<file path="src/rtl/trap_csr_ctrl_pkg.sv">
// Shared constants for the machine-mode trap/CSR block: CSR addresses, bit indices, WFI states.
// Honours TRAP_VECTORED_EN (vectored mtvec mode bit writable).
package trap_csr_ctrl_pkg;

    localparam int DEF_PC_WIDTH = 32;

    localparam logic [11:0] CSR_MSTATUS   = 12'h300;
    localparam logic [11:0] CSR_MIE       = 12'h304;
    localparam logic [11:0] CSR_MTVEC     = 12'h305;
    localparam logic [11:0] CSR_MEPC      = 12'h341;
    localparam logic [11:0] CSR_MCAUSE    = 12'h342;
    localparam logic [11:0] CSR_MIP       = 12'h344;
    localparam logic [11:0] CSR_MINSTRET  = 12'hB02;
    localparam logic [11:0] CSR_MINSTRETH = 12'hB82;

    localparam int MIE_BIT  = 3;
    localparam int MPIE_BIT = 7;
    localparam int MSIE_BIT = 3;
    localparam int MTIE_BIT = 7;
    localparam int MEIE_BIT = 11;

    localparam logic [31:0] MIE_MASK = 32'h0000_0888;

`ifdef TRAP_VECTORED_EN
    localparam logic [31:0] MTVEC_WMASK = 32'hFFFF_FFFD;
`else
    localparam logic [31:0] MTVEC_WMASK = 32'hFFFF_FFFC;
`endif

    typedef enum logic {
        ST_RUN   = 1'b0,
        ST_SLEEP = 1'b1
    } wfi_state_e;

    function automatic logic [31:0] mip_word(input logic msip, input logic mtip, input logic meip);
        logic [31:0] w;
        w           = '0;
        w[MSIE_BIT] = msip;
        w[MTIE_BIT] = mtip;
        w[MEIE_BIT] = meip;
        return w;
    endfunction

endpackage

</file>
<file path="src/rtl/trap_csr_ctrl_minstret_counter.sv">
// 64-bit retired-instruction counter; a write to either half replaces that half and drops the increment.
module trap_csr_ctrl_minstret_counter (
    input  logic        i_clk,
    input  logic        i_rst,
    input  logic        i_we_lo,
    input  logic        i_we_hi,
    input  logic [31:0] i_wdata,
    input  logic        i_inc,
    output logic [63:0] o_count
);

    logic [63:0] r_count;

    always_ff @(posedge i_clk or posedge i_rst) begin
        if (i_rst) begin
            r_count <= '0;
        end else if (i_we_lo) begin
            r_count[31:0] <= i_wdata;
        end else if (i_we_hi) begin
            r_count[63:32] <= i_wdata;
        end else if (i_inc) begin
            r_count <= r_count + 64'd1;
        end
    end

    assign o_count = r_count;

endmodule

</file>
<file path="src/rtl/trap_csr_ctrl.sv">
// Machine-mode trap/CSR state: mstatus/mie/mtvec/mepc/mcause/minstret, redirect pulse and WFI sleep FSM.
// TRAP_VECTORED_EN enables mtvec vectored mode for interrupts.
module trap_csr_ctrl
    import trap_csr_ctrl_pkg::*;
#(
    parameter int          PC_WIDTH  = DEF_PC_WIDTH,
    parameter logic [31:0] MTVEC_RST = 32'h0000_0000
) (
    input  logic                clk,
    input  logic                reset,
    input  logic                trapped,
    input  logic                mret,
    input  logic                wfi,
    input  logic                retired,
    input  logic [31:0]         ecp,
    input  logic [3:0]          ecause,
    input  logic                interupt,
    input  logic                msip_in,
    input  logic                mtip_in,
    input  logic                meip_in,
    output logic                sip,
    output logic                tip,
    output logic                eip,
    input  logic                csr_we,
    input  logic [11:0]         csr_waddr,
    input  logic [31:0]         csr_wdata,
    input  logic [11:0]         csr_raddr,
    output logic [31:0]         csr_rdata,
    output logic                redirect_valid,
    output logic [PC_WIDTH-1:0] redirect_pc,
    output logic                flush,
    output logic                sleeping
);

    logic                r_mstatus_mie;
    logic                r_mstatus_mpie;
    logic [31:0]         r_mie;
    logic [31:0]         r_mtvec;
    logic [31:0]         r_mepc;
    logic [31:0]         r_mcause;
    wfi_state_e          r_state;
    logic                r_sleeping;
    logic [31:0]         r_resume_pc;
    logic                r_redirect_valid;
    logic [PC_WIDTH-1:0] r_redirect_pc;

    logic [31:0] w_mip;
    logic        w_csr_wr;
    logic        w_wake;
    logic [31:0] w_mtvec_base;
    logic [31:0] w_trap_target;
    logic [63:0] w_minstret;

    assign w_mip        = mip_word(msip_in, mtip_in, meip_in);
    assign w_csr_wr     = csr_we && !trapped && !mret;
    assign w_wake       = (r_state == ST_SLEEP) && ((w_mip & r_mie) != '0);
    assign w_mtvec_base = {r_mtvec[31:2], 2'b00};

`ifdef TRAP_VECTORED_EN
    assign w_trap_target = (r_mtvec[0] && interupt) ? w_mtvec_base + {26'd0, ecause, 2'b00}
                                                    : w_mtvec_base;
`else
    assign w_trap_target = w_mtvec_base;
`endif

    assign sip = msip_in & r_mie[MSIE_BIT] & r_mstatus_mie;
    assign tip = mtip_in & r_mie[MTIE_BIT] & r_mstatus_mie;
    assign eip = meip_in & r_mie[MEIE_BIT] & r_mstatus_mie;

    trap_csr_ctrl_minstret_counter u_minstret (
        .i_clk   (clk),
        .i_rst   (reset),
        .i_we_lo (w_csr_wr && (csr_waddr == CSR_MINSTRET)),
        .i_we_hi (w_csr_wr && (csr_waddr == CSR_MINSTRETH)),
        .i_wdata (csr_wdata),
        .i_inc   (retired),
        .o_count (w_minstret)
    );

    // Trap beats mret beats CSR write; the losing write is silently dropped.
    always_ff @(posedge clk or posedge reset) begin
        if (reset) begin
            r_mstatus_mie  <= 1'b0;
            r_mstatus_mpie <= 1'b0;
            r_mie          <= '0;
            r_mtvec        <= MTVEC_RST & MTVEC_WMASK;
            r_mepc         <= '0;
            r_mcause       <= '0;
        end else if (trapped) begin
            r_mepc         <= {ecp[31:2], 2'b00};
            r_mcause       <= {interupt, 27'd0, ecause};
            r_mstatus_mpie <= r_mstatus_mie;
            r_mstatus_mie  <= 1'b0;
        end else if (mret) begin
            r_mstatus_mie  <= r_mstatus_mpie;
            r_mstatus_mpie <= 1'b1;
        end else if (csr_we) begin
            case (csr_waddr)
                CSR_MSTATUS: begin
                    r_mstatus_mie  <= csr_wdata[MIE_BIT];
                    r_mstatus_mpie <= csr_wdata[MPIE_BIT];
                end
                CSR_MIE:    r_mie    <= csr_wdata & MIE_MASK;
                CSR_MTVEC:  r_mtvec  <= csr_wdata & MTVEC_WMASK;
                CSR_MEPC:   r_mepc   <= {csr_wdata[31:2], 2'b00};
                CSR_MCAUSE: r_mcause <= csr_wdata;
                default: ;
            endcase
        end
    end

    // Wake from SLEEP ignores global MIE; with MIE clear nothing traps upstream, so resume here.
    always_ff @(posedge clk or posedge reset) begin
        if (reset) begin
            r_state          <= ST_RUN;
            r_sleeping       <= 1'b0;
            r_resume_pc      <= '0;
            r_redirect_valid <= 1'b0;
            r_redirect_pc    <= '0;
        end else begin
            r_redirect_valid <= 1'b0;
            if (trapped) begin
                r_redirect_valid <= 1'b1;
                r_redirect_pc    <= PC_WIDTH'(w_trap_target);
            end else if (mret) begin
                r_redirect_valid <= 1'b1;
                r_redirect_pc    <= PC_WIDTH'(r_mepc);
            end else if (w_wake && !r_mstatus_mie) begin
                r_redirect_valid <= 1'b1;
                r_redirect_pc    <= PC_WIDTH'(r_resume_pc);
            end
            case (r_state)
                ST_RUN: begin
                    if (wfi && !trapped) begin
                        r_state     <= ST_SLEEP;
                        r_sleeping  <= 1'b1;
                        r_resume_pc <= ecp;
                    end
                end
                ST_SLEEP: begin
                    if (trapped || w_wake) begin
                        r_state    <= ST_RUN;
                        r_sleeping <= 1'b0;
                    end
                end
                default: begin
                    r_state    <= ST_RUN;
                    r_sleeping <= 1'b0;
                end
            endcase
        end
    end

    always_comb begin
        csr_rdata = '0;
        case (csr_raddr)
            CSR_MSTATUS: begin
                csr_rdata[MIE_BIT]  = r_mstatus_mie;
                csr_rdata[MPIE_BIT] = r_mstatus_mpie;
            end
            CSR_MIE:       csr_rdata = r_mie;
            CSR_MTVEC:     csr_rdata = r_mtvec;
            CSR_MEPC:      csr_rdata = r_mepc;
            CSR_MCAUSE:    csr_rdata = r_mcause;
            CSR_MIP:       csr_rdata = w_mip;
            CSR_MINSTRET:  csr_rdata = w_minstret[31:0];
            CSR_MINSTRETH: csr_rdata = w_minstret[63:32];
            default:       csr_rdata = '0;
        endcase
    end

    assign redirect_valid = r_redirect_valid;
    assign redirect_pc    = r_redirect_pc;
    assign flush          = r_redirect_valid;
    assign sleeping       = r_sleeping;

endmodule

</file>
<file path="config.mk">
export PLATFORM = sky130hd
export DESIGN_NAME = trap_csr_ctrl
export DESIGN_NICKNAME = d
export VERILOG_FILES = /design/src/rtl/trap_csr_ctrl_pkg.sv /design/src/rtl/trap_csr_ctrl_minstret_counter.sv /design/src/rtl/trap_csr_ctrl.sv
export SDC_FILE = /design/constraint.sdc
export NUM_CORES = 1
export LEC_CHECK = 0
export ABC_AREA = 1
export ABC_CLOCK_PERIOD_IN_PS = 9400
export BUFFER_PORTS_ARGS = -buffer_cell sky130_fd_sc_hd__clkbuf_2
export CAP_MARGIN = 20
export CORE_ASPECT_RATIO = 2
export CORE_MARGIN = 5
export CORE_UTILIZATION = 30
export DETAILED_ROUTE_END_ITERATION = 6
export HOLD_SLACK_MARGIN = 0.15
export PLACE_DENSITY = 0.55
export SLEW_MARGIN = 20
export SYNTH_ARGS = -nofsm -noshare
export SYNTH_HDL_FRONTEND = slang
export SYNTH_HIERARCHICAL = 1
export SYNTH_SLANG_ARGS = --single-unit
</file>
<file path="constraint.sdc">
create_clock -name clk -period 9.4 [get_ports clk]
set_clock_uncertainty 0.1 [all_clocks]
set_input_delay 1.41 -clock clk [delete_from_list [all_inputs] [get_ports clk]]
set_output_delay 1.41 -clock clk [all_outputs]
set_load 0.05 [all_outputs]
</file>
==> flow_metrics.py <==
metrics = {
    "run_status": {
        "status": "finished clean",
    },
    "sta": {
        "setup-violations-final": 0,
        "final.period_utilization_pct": 57.9,
        "finalMaxSlewViolations": 0,
        "fmaxAchievable_mhz": 184,
        "grt_setup_unrepaired": "no",
        "worst_pin_slew_ps": 1010,
        "finalSetupTns_ps": 0,
        "hold-worst-slack_ps": 371,
        "layout_min_cycle_time_ps": 5450,
        "final-hold-violation-count": 0,
        "timing.max_slew.rel_slack_pct": 32.2,
    },
    "cts": {
        "cts.repair_timing.setup_buffer_count": 0,
        "post_cts_hold_fix_bufs": 0,
        "clockRootBuffer": "clkbuf_16",
        "ctsResizeCount": 0,
        "htree_levels": 1,
        "clock_tree.buffer_depth": 3,
        "clk_transition_reported_paths_ps": 60,
        "cts_tree": "done",
        "insertion_delay_ps": 560,
        "tritoncts.num_buffers": 25,
        "tritoncts_sinks": 228,
    },
    "logic_synthesis": {
        "synth_cells": 2127,
        "yosys_register_bits": 228,
        "netlist.area_leader.share_pct": 39.4,
        "netlist_top_cells_area": "dfrtp_1 39%, nand2_1 18%, nand3_1 10%",
        "seq_area_frac_synth_pct": 39.4,
        "dominantRegCellSynth": "dfrtp_1",
        "number_of_flops_mapped_to_enable_cells_by_yosys": 0,
        "synth_top_cell_by_area": "dfrtp_1",
        "cell_area_after_synthesis_um2": 14500,
        "mappedNetlistNets": 2231,
        "synth.lib_cells_used.distinct": 37,
        "synth-async-reset-ratio_pct": 100,
        "avg_synthesized_cell_area_um2": 6.81,
        "yosys_warnings": 6,
    },
    "grt": {
        "number_of_antenna_violations_at_the_first_check_in_global_routing": 7,
        "grt_max_degree": 92,
        "number_of_global_route_vias_before_repair": 14400,
        "grt_first_pass_wirelength_um": 87900,
        "grt.overflow.total": 0,
        "grtUsageTotal_pct": 21.6,
    },
    "cells_and_area": {
        "layout.cells.most_common_list": "702 x nand2_1, 290 x nand3_1, 228 x dfrtp_1",
        "multi_input_comb_area_um2": 7370,
        "drive_gt1_share_pct": 13.8,
        "layout.cells.non_filler": 2895,
        "seqCellArea_um2": 5710,
        "layout-area-overhead-vs-synth_pct": 14.3,
        "fillCellCount": 5336,
        "finish.net_count": 2342,
        "leading_cell_type_in_the_layout_fill_and_taps_excluded": "nand2_1",
    },
    "critical_path": {
        "worst_path_most_repeated_cell": "nand2_1",
        "cp_data_arrival_time_ps": 3940,
        "worstSetupPathType": "in -> out",
        "chain_of_cells_forming_the_critical_path": "clkbuf_2 -> inv_1 -> nand2_1 -> nor2_2 -> buf_4 -> nand3_1 -> inv_1 -> nand2_1 -> nand2_1 -> inv_1 -> nand2_1 -> clkbuf_2",
        "required_ps": 7890,
        "critical-path-slowest-cell": "nor2_2",
        "worst_setup_path_end_kind": "output port",
        "crit_path_max_incr_delay_ps": 550,
        "r2r_setup_slack_ps": 7120,
        "timing.critical_path.fanout_max": 25,
        "start_kind": "input port",
    },
    "pwr": {
        "power_switching_uw": 896,
        "power.clock.fraction_pct": 36.4,
        "pwr_density_cell_nw_per_um2": 162,
        "pwr-share-seq_pct": 46.7,
        "p_comb_share_pct": 16.9,
        "worst_ir_drop_vdd_v": 0.000178,
        "power.static_leakage_uw": 0.00812,
        "cellInternalPower_uw": 1780,
        "power_switching_share_pct": 33.5,
    },
    "drt": {
        "dr_wl_met2_um": 26900,
        "avgRoutedWirePerCell_um": 20.2,
        "routed-via-count": 14700,
        "detailed_route_wire_length_um": 58300,
        "drt_initial_violations": 1155,
        "routed.top_layer": "met5",
        "drc": 0,
        "postRouteAntennaNets": 0,
        "wl_met1_um": 23800,
        "drt_pre_antenna_iters": 7,
        "routed-wl-met3_um": 4580,
        "detailed_route_vias_per_instance": 5.06,
    },
    "place": {
        "buffer_ports.inserted": 172,
        "place_congestion": 0.942,
        "place.detailed.instances": 2848,
        "hpwl_um": 42100,
    },
    "hold_path": {
        "worst_hold_path_type": "reg -> reg",
    },
    "die": {
        "num_rows": 114,
        "coreArea_um2": 48100,
        "io_pins": 173,
        "dieWidth_um": 165,
        "dieArea_um2": 53100,
        "start_util_pct": 30.1,
        "die_height_um": 321,
    },
    "run": {
        "max_cap_viols": 0,
    },
}
==> worst paths after layout <==
path / to / from / cells after the start
setup / recovery: csr_rdata[2] / csr_raddr[2] / 12
hold / removal: redirect_pc[1] / redirect_pc[1] / 2
setup reg to reg: redirect_pc[5] / r_mie[11] / 6
hold reg to reg: redirect_pc[1] / redirect_pc[1] / 2
max in group asynchronous: r_resume_pc[1] / reset / 4
min in group asynchronous: r_mcause[0] / reset / 2
==> metrics by stage <==
| stage | setup slack, ps | util [%] | instance area [um^2] | power [uW] |
|---|---|---|---|---|
| 2_1_floorplan | 3460 | - | 14500 | 1520 |
| 5_1_grt | 3750 | 34.4 | 16500 | 2790 |
| 3_3_place_gp | 4130 | 32.8 | 15800 | 1710 |
| 3_5_place_dp | 4040 | 32.8 | 15800 | 1710 |
| 6_report | 3950 | 34.4 | 16600 | 2670 |
| 4_1_cts | 4030 | 34.4 | 16500 | 2700 |
==> layout make-up <==
class	count	share of cell area, %
Sequential cell	228	34.5
Inverter	230	5.27
Antenna cell	3	0.0453
Clock inverter	11	0.574
Tap cell	638	4.82
Clock buffer	32	4.06
Multi-Input combinational cell	1561	44.5
Timing Repair Buffer	192	6.23
==> synthesized netlist by cell type (4+ instances only) <==
master	number
buf_6	9
buf_2	48
clkbuf_1	38
nand4_1	47
nor2_4	6
xor2_1	26
o211ai_1	19
o21ai_1	18
inv_1	218
inv_2	9
o221ai_1	11
nand3b_1	29
o21bai_1	16
o21ai_0	64
nand3_1	291
dfrtp_1	228
mux2_2	28
nand2_2	11
nand2_1	702
nor2_1	219
buf_4	11
o22ai_1	4
a21oi_1	46
nor2_2	11
==> power by group through the flow <==
| stage | clock [uW] | combinational (uW) | sequential [uW] |
|---|---|---|---|
| 2_1_floorplan | 0 | 259 | 1260 |
| 3_3_place_gp | 0 | 448 | 1260 |
| 3_5_place_dp | 0 | 453 | 1260 |
| 4_1_cts | 996 | 455 | 1240 |
| 5_1_grt | 1030 | 505 | 1260 |
| 6_report | 973 | 451 | 1250 |
==> routing by layer <==
layer | vias to the layer above | GRT usage, %
met2 | 572 | 34.7
met1 | 6937 | 27.8
met5 | - | 0
li1 | 7012 | -
met3 | 130 | 4.42
met4 | 8 | 9.63
==> critical path: cells and delay by family <==
family	cells	cell delay (ps)
simple gates	6	1120
buf+inv	6	1380
==> state kept, by name, indices dropped and copies added, names as in the netlist <==
name,cells
redirect_pc,32
u_minstret/o_count,64
sleeping,1
r_mcause,32
r_mepc,30
r_mtvec,30
r_resume_pc,32
r_mie,3
flush,1
r_mstatus_mpie,1
r_state,1
r_mstatus_mie,1
==> cell families (layout without fill, tap and decap cells) <==
logic type               Yosys count  in the layout  synth area share, %
AO/OA/AOI/OAI                    178            178                 7.07
flip-flops                       228            228                 39.4
other                              0              3                    0
buffers and inverters            338            465                 9.95
adder cells (fa/ha/maj)            1              1               0.0863
multiplexers                      28             28                 2.18
XOR/XNOR                          29             29                 1.75
AND/OR/NAND/NOR                 1325           1325                 39.6
(Power assumes the default switching activity.)
